### src/rtl/sigmoid_pkg.sv
// Shared constants for the sigmoid LUT scheduler: data format and saturation limits.
package sigmoid_pkg;
    localparam int unsigned DATA_W = 12;
    localparam int unsigned FRAC_W = 6;
    localparam int unsigned ADDR_W = 9;

    localparam logic [DATA_W-1:0] SIG_ONE     = 12'(1 << FRAC_W);
    localparam logic [DATA_W-1:0] SIG_MAX_MAG = 12'h180;

    // Fold sign symmetry and saturation onto a positive-half LUT value.
    function automatic logic [DATA_W-1:0] sig_finish(input logic neg, input logic oor,
                                                     input logic [DATA_W-1:0] lut_val);
        if (oor) begin
            return neg ? '0 : SIG_ONE;
        end else if (neg) begin
            return SIG_ONE - lut_val;
        end
        return lut_val;
    endfunction
endpackage

### src/rtl/sigmoid_addr_calc.sv
// Maps a sign-magnitude Q5.6 operand onto a positive-half LUT address and range flag.
module sigmoid_addr_calc
    import sigmoid_pkg::*;
(
    input  logic [DATA_W-1:0] data_in,
    output logic [ADDR_W-1:0] addr_out,
    output logic              out_of_range,
    output logic              sign_out
);
    logic [DATA_W-2:0] mag;

    assign mag          = data_in[DATA_W-2:0];
    assign sign_out     = data_in[DATA_W-1];
    assign out_of_range = {1'b0, mag} > SIG_MAX_MAG;
    // One LUT entry per LSB of magnitude; range limit 6.0 fits in ADDR_W bits.
    assign addr_out     = mag[ADDR_W-1:0];
endmodule

### src/rtl/sigmoid_rr_arb.sv
// Round-robin arbiter: combinational one-hot grant searched upward from a rotating pointer.
module sigmoid_rr_arb #(
    parameter int unsigned N_REQ = 4,
    parameter int unsigned ID_W  = 2
) (
    input  logic             clk,
    input  logic             rst,
    input  logic             enable,
    input  logic [N_REQ-1:0] req_valid,
    output logic [N_REQ-1:0] grant,
    output logic [ID_W-1:0]  grant_id,
    output logic             accept
);
    logic [ID_W-1:0] ptr;
    int unsigned     idx;
    logic            found;

    always_comb begin
        grant    = '0;
        grant_id = '0;
        found    = 1'b0;
        idx      = 0;
        if (enable) begin
            for (int unsigned k = 0; k < N_REQ; k++) begin
                idx = (int'(ptr) + k) % N_REQ;
                if (!found && req_valid[idx]) begin
                    found      = 1'b1;
                    grant[idx] = 1'b1;
                    grant_id   = ID_W'(idx);
                end
            end
        end
    end

    assign accept = |grant;

    always_ff @(posedge clk) begin
        if (rst) begin
            ptr <= '0;
        end else if (accept) begin
            if (int'(grant_id) == N_REQ - 1) begin
                ptr <= '0;
            end else begin
                ptr <= grant_id + 1'b1;
            end
        end
    end
endmodule

### src/rtl/sigmoid_lut_sched.sv
// Shares one sync-read sigmoid LUT among N_REQ requesters with a two-stage
// (address, finish) pipeline and a stallable valid/ready response port.
module sigmoid_lut_sched
    import sigmoid_pkg::*;
#(
    parameter int unsigned N_REQ = 4,
    parameter int unsigned ID_W  = 2
) (
    input  logic                    clk,
    input  logic                    rst,
    input  logic [N_REQ-1:0]        req_valid,
    input  logic [N_REQ*DATA_W-1:0] req_data,
    output logic [N_REQ-1:0]        req_ready,
    output logic                    rom_en,
    output logic [ADDR_W-1:0]       rom_addr,
    input  logic [DATA_W-1:0]       rom_data,
    output logic                    rsp_valid,
    input  logic                    rsp_ready,
    output logic [DATA_W-1:0]       rsp_data,
    output logic [ID_W-1:0]         rsp_id
);
    logic              stall;
    logic              accept;
    logic [ID_W-1:0]   grant_id;
    logic [DATA_W-1:0] win_data;
    logic              win_oor;
    logic              win_sign;

    logic              s1_valid;
    logic              s1_sign;
    logic              s1_oor;
    logic [ID_W-1:0]   s1_id;
    logic [DATA_W-1:0] s2_result;

    assign stall = rsp_valid & ~rsp_ready;

    sigmoid_rr_arb #(
        .N_REQ (N_REQ),
        .ID_W  (ID_W)
    ) u_arb (
        .clk       (clk),
        .rst       (rst),
        .enable    (~stall & ~rst),
        .req_valid (req_valid),
        .grant     (req_ready),
        .grant_id  (grant_id),
        .accept    (accept)
    );

    assign win_data = req_data[int'(grant_id)*DATA_W +: DATA_W];

    sigmoid_addr_calc u_addr (
        .data_in      (win_data),
        .addr_out     (rom_addr),
        .out_of_range (win_oor),
        .sign_out     (win_sign)
    );

    // The ROM is only read on accept, so its output stays put across a stall.
    assign rom_en = accept;

    always_ff @(posedge clk) begin
        if (rst) begin
            s1_valid <= 1'b0;
            s1_sign  <= 1'b0;
            s1_oor   <= 1'b0;
            s1_id    <= '0;
        end else if (!stall) begin
            s1_valid <= accept;
            if (accept) begin
                s1_sign <= win_sign;
                s1_oor  <= win_oor;
                s1_id   <= grant_id;
            end
        end
    end

    assign s2_result = sig_finish(s1_sign, s1_oor, rom_data);

    always_ff @(posedge clk) begin
        if (rst) begin
            rsp_valid <= 1'b0;
            rsp_data  <= '0;
            rsp_id    <= '0;
        end else if (!stall) begin
            rsp_valid <= s1_valid;
            if (s1_valid) begin
                rsp_data <= s2_result;
                rsp_id   <= s1_id;
            end
        end
    end
endmodule

### config.mk
export PLATFORM = sky130hd
export DESIGN_NAME = sigmoid_lut_sched
export DESIGN_NICKNAME = d
export VERILOG_FILES = /design/src/rtl/sigmoid_pkg.sv /design/src/rtl/sigmoid_addr_calc.sv /design/src/rtl/sigmoid_rr_arb.sv /design/src/rtl/sigmoid_lut_sched.sv
export SDC_FILE = /design/constraint.sdc
export NUM_CORES = 1
export LEC_CHECK = 0
export CAP_MARGIN = 10
export CORE_ASPECT_RATIO = 1.1
export CORE_MARGIN = 2
export CORE_UTILIZATION = 55
export CTS_CLUSTER_SIZE = 20
export DETAILED_ROUTE_END_ITERATION = 6
export DONT_BUFFER_PORTS = 1
export PLACE_DENSITY = 0.72
export SYNTH_ARGS = -nofsm -noshare
export SYNTH_HDL_FRONTEND = slang
export SYNTH_HIERARCHICAL = 1
export SYNTH_SLANG_ARGS = --single-unit
### constraint.sdc
create_clock -name clk -period 11.55 [get_ports clk]
set_input_delay 2.31 -clock clk [delete_from_list [all_inputs] [get_ports clk]]
set_output_delay 2.31 -clock clk [all_outputs]
set_load 0.02 [all_outputs]
# Word level (Yosys, flattened, before mapping)
# Cells that the tools add are included.
# classes
n_addsub	5
n_mul	1
n_div	0
order_cmp	9
n_eq_ne	1
n_shift	1
n_mux	42
n_bitwise	8
reduce_logical	13
# ops
operator	count
48-bit by 7-bit indexed part select with 12-bit output	1
12-bit two-way mux	3
4-bit two-way mux	8
1-bit two-way mux	16
2-bit by 3-bit less-than comparator with 1-bit output, second input constant	4
2-bit two-way mux	6
4-bit bitwise OR	3
7-bit by 12-bit subtractor with 12-bit output, first input constant	1
11-bit by 9-bit greater-than comparator with 1-bit output, second input constant	1
1-bit binary-select mux with 2-bit select	4
1-bit demux with 2-bit select	4
2-bit by 1-bit greater-or-equal comparator with 1-bit output, second input constant	4
1-bit logical AND	7
7-bit two-way mux	1
2-bit by 1-bit adder with 2-bit output, second input constant	2
2-bit adder, second input constant	2
2-bit by 2-bit multiplier with 4-bit output, second input constant	1
2-bit AND reduction	2
4-bit OR reduction	1
1-bit logical NOT	3
1-bit inverter	3
1-bit bitwise AND	2
2-bit == test, second input constant	1
# totals
regBits	22
latchBits	0
mem_bits_rw	0
mem_bits_ro	0
in_bits	67
output_inout_bits	29
elab_cells	88
memories	0

# Longest topological paths before layout
# Gate-level depths: netlist (run 1).
# depth
word_depth	20
mapped_depth	15
ltp_nobuf	12

# Cells and area by module
# The synthesis (run 1) kept the hierarchy.
# by_module_without_submodules
mod	n_inst	cells_per_inst	area_each_um2
sigmoid_lut_sched	1	128	1251.2
sigmoid_rr_arb	1	89	747.0
sigmoid_addr_calc	1	14	100.1

# Least setup slack after synthesis (run 1)
# Ideal clock, no wire load.
# synth_timing
path_type	input to output
start	in req_valid[0]
end	out rom_addr[0]
arrival_ps	4877
t_required_ps	9240
slack_ps	4363
cell_stages	8
path_buffers	3
path_cell_list	clkbuf_1 mux4_2 nor4b_2 a31oi_1 nor3b_1 buf_1 mux4_2 buf_4
# synth_via
elab_chain_cells	18
word_cells_on_any_way	27
# synth_rtl
item	line_no	rtl
from (decl)	sigmoid_lut_sched.sv:11	input logic [N_REQ-1:0] req_valid,
1-bit binary-select mux with 2-bit select	sigmoid_rr_arb.sv:26	if (!found && req_valid[idx]) begin
1-bit two-way mux (not written as such)	sigmoid_rr_arb.sv:26	
1-bit two-way mux	sigmoid_rr_arb.sv:26	
1-bit two-way mux	sigmoid_rr_arb.sv:23	if (enable) begin
1-bit logical NOT	sigmoid_rr_arb.sv:26	
1-bit logical AND	sigmoid_rr_arb.sv:26	
1-bit two-way mux	sigmoid_rr_arb.sv:26	
1-bit two-way mux	sigmoid_rr_arb.sv:23	
[3 not listed]	n/a	
1-bit two-way mux	sigmoid_rr_arb.sv:23	
1-bit logical NOT	sigmoid_rr_arb.sv:26	
1-bit logical AND	sigmoid_rr_arb.sv:26	
2-bit two-way mux (*)	sigmoid_rr_arb.sv:26	
2-bit two-way mux (*)	sigmoid_rr_arb.sv:23	
net grant_id[1]	sigmoid_lut_sched.sv:24	logic [ID_W-1:0] grant_id;
2-bit by 2-bit multiplier with 4-bit output (*)	sigmoid_lut_sched.sv:50	assign win_data = req_data[int'(grant_id)*DATA_W +: DATA_W];
48-bit by 7-bit indexed part select with 12-bit output (*)	sigmoid_lut_sched.sv:50	
to (decl)	sigmoid_lut_sched.sv:15	output logic [ADDR_W-1:0] rom_addr,
# Mark *: on every way through the listed nets, which the timed path passes. The rest lies on a longest branch. The select of a mux whose other input is x is not followed.

# Final worst setup path (run 1)
# layout_timing
start	in req_valid[3]
end	out rom_addr[1]
# The elaborated chain is that of the path after synthesis.

==> results of run 1 <==
==> layout by cell type, fill, tap and decap left out, drive strengths merged, types with 3 or more instances in the layout <==
cell type  synthesis  layout
a21oi             18      18
a22o               7       7
a31oi              4       4
and2               3       3
clkbuf             7       3
dfxtp             22      22
ha                 8       8
inv               11      11
mux2               4       4
mux2i              7       7
mux4              16      16
nand2             22      22
nand2b             3       3
nand3              4       4
nor2              14      14
nor2b              7       7
nor3               8       8
nor4               3       3
nor4b              3       3
o21ai              6       6
or3                4       4
xnor2              5       5
xor2               3       3
==> cell usage after synthesis, drive strengths merged, types with 3 or more instances <==
| cell | number | share of area, % |
|---|---|---|
| a21oi | 18 | 4.5 |
| a22o | 7 | 2.9 |
| a31oi | 4 | 1.2 |
| and2 | 3 | 0.89 |
| buf | 15 | 4.9 |
| clkbuf | 7 | 1.3 |
| dfxtp | 22 | 21 |
| ha | 8 | 4.8 |
| inv | 11 | 2.0 |
| mux2 | 4 | 2.1 |
| mux2i | 7 | 3.3 |
| mux4 | 16 | 17 |
| nand2 | 22 | 4.1 |
| nand2b | 3 | 0.89 |
| nand3 | 4 | 0.95 |
| nor2 | 14 | 2.5 |
| nor2b | 7 | 2.1 |
| nor3 | 8 | 1.9 |
| nor4 | 3 | 1.6 |
| nor4b | 3 | 1.8 |
| o21ai | 6 | 1.4 |
| or3 | 4 | 1.2 |
| xnor2 | 5 | 2.1 |
| xor2 | 3 | 1.3 |
==> layer usage <==
layer,vias up,track usage (%),part of all wire (%)
met5,-,0,0
met4,0,5.833,0.61
met3,2,2.435,4.8
met2,57,35.37,53
met1,788,27.55,42
li1,818,-,-
==> logic make-up (layout without fill, tap and decap cells) <==
family,after synthesis,after routing,share of synthesized area [%]
AND/OR/NAND/NOR,75,75,19.32
AO/OA/AOI/OAI,58,58,20.75
buffers and inverters,33,15,8.170
multiplexers,27,27,22.66
flip-flops,22,22,20.99
adder cells (fa/ha/maj),8,8,4.771
XOR/XNOR,8,8,3.339
==> sequential cells by signal, summed over array words and instances (netlist names) <==
register	count
rsp_valid	1
u_arb/ptr	2
s1_id	2
s1_oor	1
rsp_id	2
s1_sign	1
rsp_data	12
s1_valid	1
==> through the flow <==
stage | util, % | instance area [um^2] | instances | total power, mW | setup WS, ns
after floorplan | - | 2098 | 231 | 0.4217 | 4.363
after global placement | 55.70 | 2036 | 259 | 0.4387 | 4.448
after detailed placement | 55.70 | 2036 | 259 | 0.4390 | 4.441
after CTS | 57.65 | 2107 | 263 | 0.5105 | 4.433
after global routing | 57.65 | 2107 | 263 | 0.5460 | 4.181
final | 57.65 | 2107 | 263 | 0.5095 | 4.454
==> path summary, 6_finish.rpt <==
kind                  to  cells after the start  slack, ns    startpoint
min            rsp_id[1]                      2       0.47      s1_id[1]
max          rom_addr[1]                      5       4.45  req_valid[3]
min reg2reg    rsp_id[1]                      2       0.47      s1_id[1]
max reg2reg       s1_oor                     12       6.53  u_arb/ptr[0]
==> critical path: stages <==
cell,delay (ns)
mux4_2,0.55
nor4b_2,0.54
a31oi_1,0.16
nor3b_2,0.73
mux4_2,0.50
==> power by group through the flow <==
stage	Combinational, mW	Clock [mW]	Sequential, mW
finish	0.309	0.0702	0.130
global route	0.338	0.0740	0.134
CTS	0.309	0.0714	0.130
detailed placement	0.307	0	0.132
global placement	0.307	0	0.131
floorplan	0.311	0	0.110
==> area by class of cell <==
class | instances | share of cell area (%)
Clock buffer | 3 | 1.960
Clock inverter | 1 | 1.425
Inverter | 11 | 1.960
Multi-Input combinational cell | 176 | 70.78
Sequential cell | 22 | 20.90
Tap cell | 50 | 2.969
==> reports/qor.txt, run 1 <==
Period minus WS final: 7.096 ns
Avg Inst Size Synth: 9.083 um^2
Final WL: 4612 um
RSZ-0062 raised after global routing: no
Fmax: 0.1409 GHz
WL per Instance: 17.54 um
First-pass GRT wire length: 7107 um
Diode count: 0
CP Data Required Time: 9.24 ns
Largest net degree at the start of global routing: 22
Core Region: 3655 um^2
# resized after CTS: 0
Int Pwr: 274.7 uW
Post-CTS Hold Fix Bufs: 0
Max-slew headroom: 43.00%
Total CTS buffers: 3
CTS tree: yes
Worst EP arrival: 4.79 ns
Area of the multi-input gates: 1491 um^2
DIE AREA: 4326 um^2
IO Pins: 96
Setup_tns: 0 ns
Final setup vio count: 0
Clk pwr share: 13.8%
Worst-Skew Late Latency: 0.26 ns
Clock buffer depth: 2
Period utilisation layout: 61.44%
Worst Tran Pin Value: 0.8512 ns
Crit path kind: in2out
GRT Overall Usage: 20.52%
Post-CTS Setup Bufs: 0
Starting density of the core: 57.41%
Worst-path maximum fanout: 13
Routability cong.: 0.8763
Hold Fails Final Rpt: 0
Clock sink count: 22
Hold_ws: 0.4655 ns
Final net count: 289
Post-synth ARST share: 0%
Maximum vdd ir drop: 0.1105 mV
Fillers: 328
Die height: 68.78 um
Residual DRC: 0
Via density: 6.331
Via count: 1665
Vias in the first global route: 1562
Mapped cell area: 2098 um^2
Tightest Hold Check Type: reg2reg
Remaining global-route overflow: 0
Register area: 440.4 um^2
Sequential fraction of the synthesis area: 20.99%
Nature of the critical path endpoint: output pin
H-tree depth: 1
PortBufs: 0
Crit start category: primary input
Yosys cell types: 55
Synthesized Nets: 306
Mapped Cells: 231
DRT antenna net count: 0
Part of the power in combinational logic: 60.6%
Root buffer selected by CTS: clkbuf_8
Sw power: 234.8 uW
Max_cap viols: 0
Initial DRC count: 95
Share of power burned in registers: 25.6%
Number of flops mapped to enable cells by yosys: 0
Row cnt: 23
Area grow syn2layout: 0.4174%
Layout Skew: 0.005080 ns
Die W: 62.89 um
Antenna violations before repair: 0
Switch share: 46.08%
Layout cells sized above 1: 15.02%
Synth Register Bits: 22
DR pass1 iterations: 4
Post-DP HPWL: 3694 um
Synth Flop Type: dfxtp_1
Clock slew at the register clock pins of the worst setup and hold paths: 0.08 ns
Leak Pwr: 0.7180 nW
Final Max Slew Viols: 0
Pwr/cell area: 241.8 nW/um^2
Status: complete, no violations
Yosys warning count: 6
(Power assumes the default switching activity.)
==> run 2: changes to the inputs <==
==> constraint.sdc (replaced) <==
create_clock -name clk -period 6.7 [get_ports clk]
set_input_delay 1.34 -clock clk [delete_from_list [all_inputs] [get_ports clk]]
set_output_delay 1.34 -clock clk [all_outputs]
set_load 0.02 [all_outputs]
==> run 2 against run 1 <==
Net effect:
- largest power group unchanged
- global-route usage grew 0.63 points
- critical path depth grew 2
- worst hold slack lost 0.0045 ns
- combinational power grew 72%
- power grew 72%
- setup slack lost 3.3 ns
- wire length grew 1.5%
- cell count is the same
- critical path type is now reg2out
- die area is the same
==> reports/qor.txt, run 2 (synthesized netlist as in run 1, its figures left out) <==
Layout Skew: 0.007019 ns (was 0.005080 ns)
Final WS setup: 1.131 ns (was 4.454 ns)
Layout cells sized above 1: 15.02% (unchanged)
Vias in the first global route: 1554 (was 1562)
Crit path largest cell delay: 0.81 ns (was 0.73 ns)
Clock sink count: 22 (unchanged)
Final instance area: 2107 um^2 (unchanged)
Leak Pwr: 0.7180 nW (unchanged)
Routability cong.: 0.9617 (was 0.8763)
Period utilisation layout: 83.12%
Register with the most flip-flops: rsp_data (unchanged)
Worst Tran Pin Value: 0.8656 ns (was 0.8512 ns)
Residual DRC: 0 (unchanged)
Final setup vio count: 0 (unchanged)
Critical-path top delay cell: dfxtp_1 (was nor3b_2)
Most common cell type on the critical path: mux4_2 (unchanged)
Worst EP arrival: 4.23 ns (was 4.79 ns)
DR pass1 iterations: 4 (unchanged)
Remaining global-route overflow: 0 (unchanged)
Starting density of the core: 57.41% (unchanged)
IO Pins: 96 (unchanged)
Final net count: 289 (unchanged)
CTS tree: yes (unchanged)
Max-slew headroom: 42.04% (was 43.00%)
Placed Area: 2036 um^2 (unchanged)
Worst-path maximum fanout: 21 (was 13)
H-tree depth: 1 (unchanged)
Crit start category: register (was primary input)
Placement Setup Slack: 1.416 ns (was 4.441 ns)
Diode count: 0 (unchanged)
Max_cap viols: 0 (unchanged)
Via density: 6.228 (was 6.331)
CP Data Required Time: 5.36 ns (was 9.24 ns)
Commonest cells after routing, fill and taps aside: dfxtp_1, nand2_1, a21oi_1, mux4_2, nor2_1 (unchanged)
Root buffer selected by CTS: clkbuf_8 (unchanged)
Delay-heaviest family, CP: simple AND/OR/NAND/NOR gates (unchanged)
Core Region: 3655 um^2 (unchanged)
Total CTS buffers: 3 (unchanged)
Hold_ws: 0.4611 ns (was 0.4655 ns)
Initial DRC count: 81 (was 95)
DIE AREA: 4326 um^2 (unchanged)
Clock slew at the register clock pins of the worst setup and hold paths: 0.08 ns (about the same)
GRT Overall Usage: 21.15% (was 20.52%)
Die W: 62.89 um (unchanged)
Period minus WS final: 5.569 ns
Area grow syn2layout: 0.4174% (unchanged)
Die height: 68.78 um (unchanged)
Fmax: 0.1796 GHz
First-pass GRT wire length: 7307 um (was 7107 um)
Crit path kind: reg2out (was in2out)
Setup_tns: 0 ns (unchanged)
Tightest Hold Check Type: reg2reg (unchanged)
Status: complete, no violations (unchanged)
WL per Instance: 17.79 um (was 17.54 um)
WP buf/inv: 1 (was 0)
Antenna violations before repair: 0 (unchanged)
Via count: 1638 (was 1665)
PortBufs: 0 (unchanged)
Post-DP HPWL: 3849 um (was 3694 um)
Maximum vdd ir drop: 0.2191 mV (was 0.1105 mV)
Post-CTS Hold Fix Bufs: 0 (unchanged)
Final Max Slew Viols: 0 (unchanged)
Critical Path, Cell by Cell: inv_1 > ha_1 > mux4_2 > nor4b_2 > a31oi_1 > nor3b_2 > mux4_2 (was mux4_2 > nor4b_2 > a31oi_1 > nor3b_2 > mux4_2)
Commonest non-fill, non-tap cell in the layout: dfxtp_1 (unchanged)
Final WL: 4679 um (was 4612 um)
Row cnt: 23 (unchanged)
Largest net degree at the start of global routing: 22 (unchanged)
Max reg flops: 12 (unchanged)
Hold Fails Final Rpt: 0 (unchanged)
# resized after CTS: 0 (unchanged)
Nature of the critical path endpoint: output pin (unchanged)
DRT antenna net count: 0 (unchanged)
Fillers: 340 (was 328)
R2r setup slk: 1.72 ns (was 6.53 ns)
Pwr/cell area: 416.6 nW/um^2 (was 241.8 nW/um^2)
Worst-Skew Late Latency: 0.26 ns (about the same)
RSZ-0062 raised after global routing: no (unchanged)
Post-CTS Setup Bufs: 0 (unchanged)
Clock buffer depth: 2 (unchanged)
[run 2: cell counts in the layout (fill, tap and decap cells not counted)]
Identical to the previous run, type by type.
[run 2: per-layer routing]
layer	part of all wire (%)	GRT usage, %	routed length (um)	vias up
met5	0	0	0	-
met4	1.7	7.778	81	0
met3	5.0	3.571	234	8
met2	53	36.84	2467	51
met1	41	26.78	1895	763
li1	-	-	-	816
[run 2: layout make-up]
type | instances | area [um^2] | area share (%)
flip-flops and latches | 22 | 440.4 | 20.90
multi-input cells | 176 | 1491 | 70.78
clock inverters | 1 | 30.03 | 1.425
well taps | 50 | 62.56 | 2.969
inverters | 11 | 41.29 | 1.960
clock buffers | 3 | 41.29 | 1.960
[run 2: where the power goes]
part / leakage, nW / switching (mW) / internal [mW]
clock: 0.0357 / 0.0432 / 0.0798
sequential: 0.179 / 0.0669 / 0.157
combinational: 0.503 / 0.294 / 0.237
total: 0.718 / 0.404 / 0.474
[run 2: metrics by stage]
stage	total power, mW	cells	utilization, %
after global placement	0.7575	259	55.70
after CTS	0.8813	263	57.65
final	0.8778	263	57.65
after floorplan	0.7269	231	-
after global routing	0.9439	263	57.65
after detailed placement	0.7593	259	55.70
[run 2: worst min-delay path, delay by kind of cell (launching register included)]
kind	cells	cell delay (ns)
AND/OR/NAND/NOR	1	0.05
AO/OA/AOI/OAI	1	0.05
flip-flops	1	0.32
[run 2: final timing paths]
| path | start | to | cells after the start |
|---|---|---|---|
| min | s1_id[0] | rsp_id[0] | 2 |
| min reg2reg | s1_id[0] | rsp_id[0] | 2 |
| max | u_arb/ptr[0] | rom_addr[7] | 7 |
| max reg2reg | u_arb/ptr[0] | s1_oor | 12 |
==> RTL edit (config.mk and constraints of run 2) <==
The package constant `DATA_W` goes from 12 to 24.
--- a/src/rtl/sigmoid_pkg.sv
+++ b/src/rtl/sigmoid_pkg.sv
@@ -2,3 +2,3 @@
 package sigmoid_pkg;
-    localparam int unsigned DATA_W = 12;
+    localparam int unsigned DATA_W = 24;
     localparam int unsigned FRAC_W = 6;
Interface: changed (resized req_data, rom_data and rsp_data); port bits go from 96 to 168. No check against the original RTL was run, so the function may have changed too.
==> RTL edit against run 2 <==
- sequential cell count increased by 12
- power rose by 34%
- global-route usage grew 4.3 points
- first-iteration DRC count up 90%
- synthesized area is 45% higher
- register-to-register slack lost 450 ps
- cell area increased by 46%
- worst setup slack got worse by 290 ps
- wire length increased by 68%
==> RTL edit: results (changes against run 2) <==
- The flow ran to the end, and the final reports show no timing, DRC or antenna violations.
- The worst-skew pair later-pin latency came to 280 ps (+20 ps).
- The count of different cell masters after synthesis came to 62 (+13%).
- Sorting the synthesized cells by area gives the leading types as dfxtp_1, mux4_2, nand2_1, xnor2_1, a21oi_1.
- The total wirelength of the detailed-routed design is 7.86 mm (+68%).
- The cell area after placement is 2990 sq um (+47%).
- The number of flip-flops under the largest register name is 24 (+12).
- The cell leakage power is 0.000985 uW (+37%).
- The share of cells above drive strength 1 is 17.4% (+2.3 points).
- By count the netlist is led by nand2_1, dfxtp_1, mux4_2.
- The overall via count from detail_route came to 2519 (+54%).
- The first-pass GRT wire length is 11.8 mm (+62%).
- The initial antenna violation count is 2 (+2).
- The number of buffers added by the clock tree synthesis step is 5 (+2).
- The fraction of the yosys area taken by sequential cells is 22.4% (+1.4 points).
- The total nets after synthesis is 469 (+53%).
- The number of design-rule violations left by the first detailed-router iteration is 154 (+90%).
- The setup skew after layout is 7.61 ps (+0.595 ps).
- The pin count of the biggest net entering global routing is 26 (+18%).
- The relative max-transition margin is 23.2% (-19 points).
- The final setup slack of the worst path is 840 ps (-291 ps).
- The post-route worst hold slack came to 461 ps (-0.0780 ps).
- The net count of the finished layout was 446 (+54%).
- The fraction of power spent switching nets came to 45.8% (-0.22 points).
- The worst setup slack after placement came to 1170 ps (-245 ps).
- The weighted congestion reported at the end of routability-driven placement is 0.907 (-5.7%).
[RTL edit: how the worst min path moves through the flow]
stage,start,endpoint,cells after the start
after floorplan,s1_id[1],s1_id[1],2
after global placement,s1_id[0],s1_id[0],2
after detailed placement,s1_id[0],s1_id[0],2
after CTS,s1_id[0],s1_id[0],2
after global routing,s1_id[0],s1_id[0],2
final,s1_id[0],s1_id[0],2
[RTL edit: power by group through the flow]
stage / sequential, uW / combinational, uW / clock [uW]
finish: 330 / 703 / 141
global route: 341 / 766 / 155
CTS: 331 / 703 / 145
detailed placement: 335 / 700 / 0
global placement: 332 / 693 / 0
floorplan: 295 / 688 / 0
[RTL edit: logic make-up (layout without fill, tap and decap cells)]
logic type	Yosys count	in the layout	share of synthesized area, %
AO/OA/AOI/OAI	84	84	19.1
other	0	2	0
AND/OR/NAND/NOR	106	106	18.1
buffers and inverters	43	20	6.90
adder cells (fa/ha/maj)	8	8	3.29
XOR/XNOR	21	21	6.04
multiplexers	38	38	24.2
flip-flops	34	34	22.3
[RTL edit: routing by layer]
metal	global-route usage, %	vias to the layer above	part of all wire [%]
li1	-	1196	-
met1	29.6	1185	36
met2	43.3	126	54
met3	7.85	12	8.6
met4	9.46	0	1.6
met5	0	-	0
[RTL edit: area by class of cell]
| cell class | instances | area [sq um] |
|---|---|---|
| Antenna cell | 2 | 5.00 |
| Inverter | 11 | 41.3 |
| Sequential cell | 34 | 681 |
| Clock inverter | 2 | 10.0 |
| Tap cell | 75 | 93.8 |
| Multi-Input combinational cell | 257 | 2160 |
| Clock buffer | 5 | 68.8 |
| Timing Repair Buffer | 2 | 15.0 |
| Fill cell | 488 | 2280 |
[RTL edit: worst max-delay path: cells and delay by family, from the launching register on]
kind                       cells  cell delay (ps)
adders and majority gates      1              500
muxes                          2              970
and+or+nand+nor                2             1530
buffers and inverters          1              270
AOI/OAI and AO/OA              1              170
DFF                            1              810
[RTL edit: metrics by stage]
step / instances / power (uW)
detailed placement: 379 / 1040
finish: 388 / 1170
global route: 388 / 1260
global placement: 379 / 1030
floorplan: 334 / 983
CTS: 386 / 1180
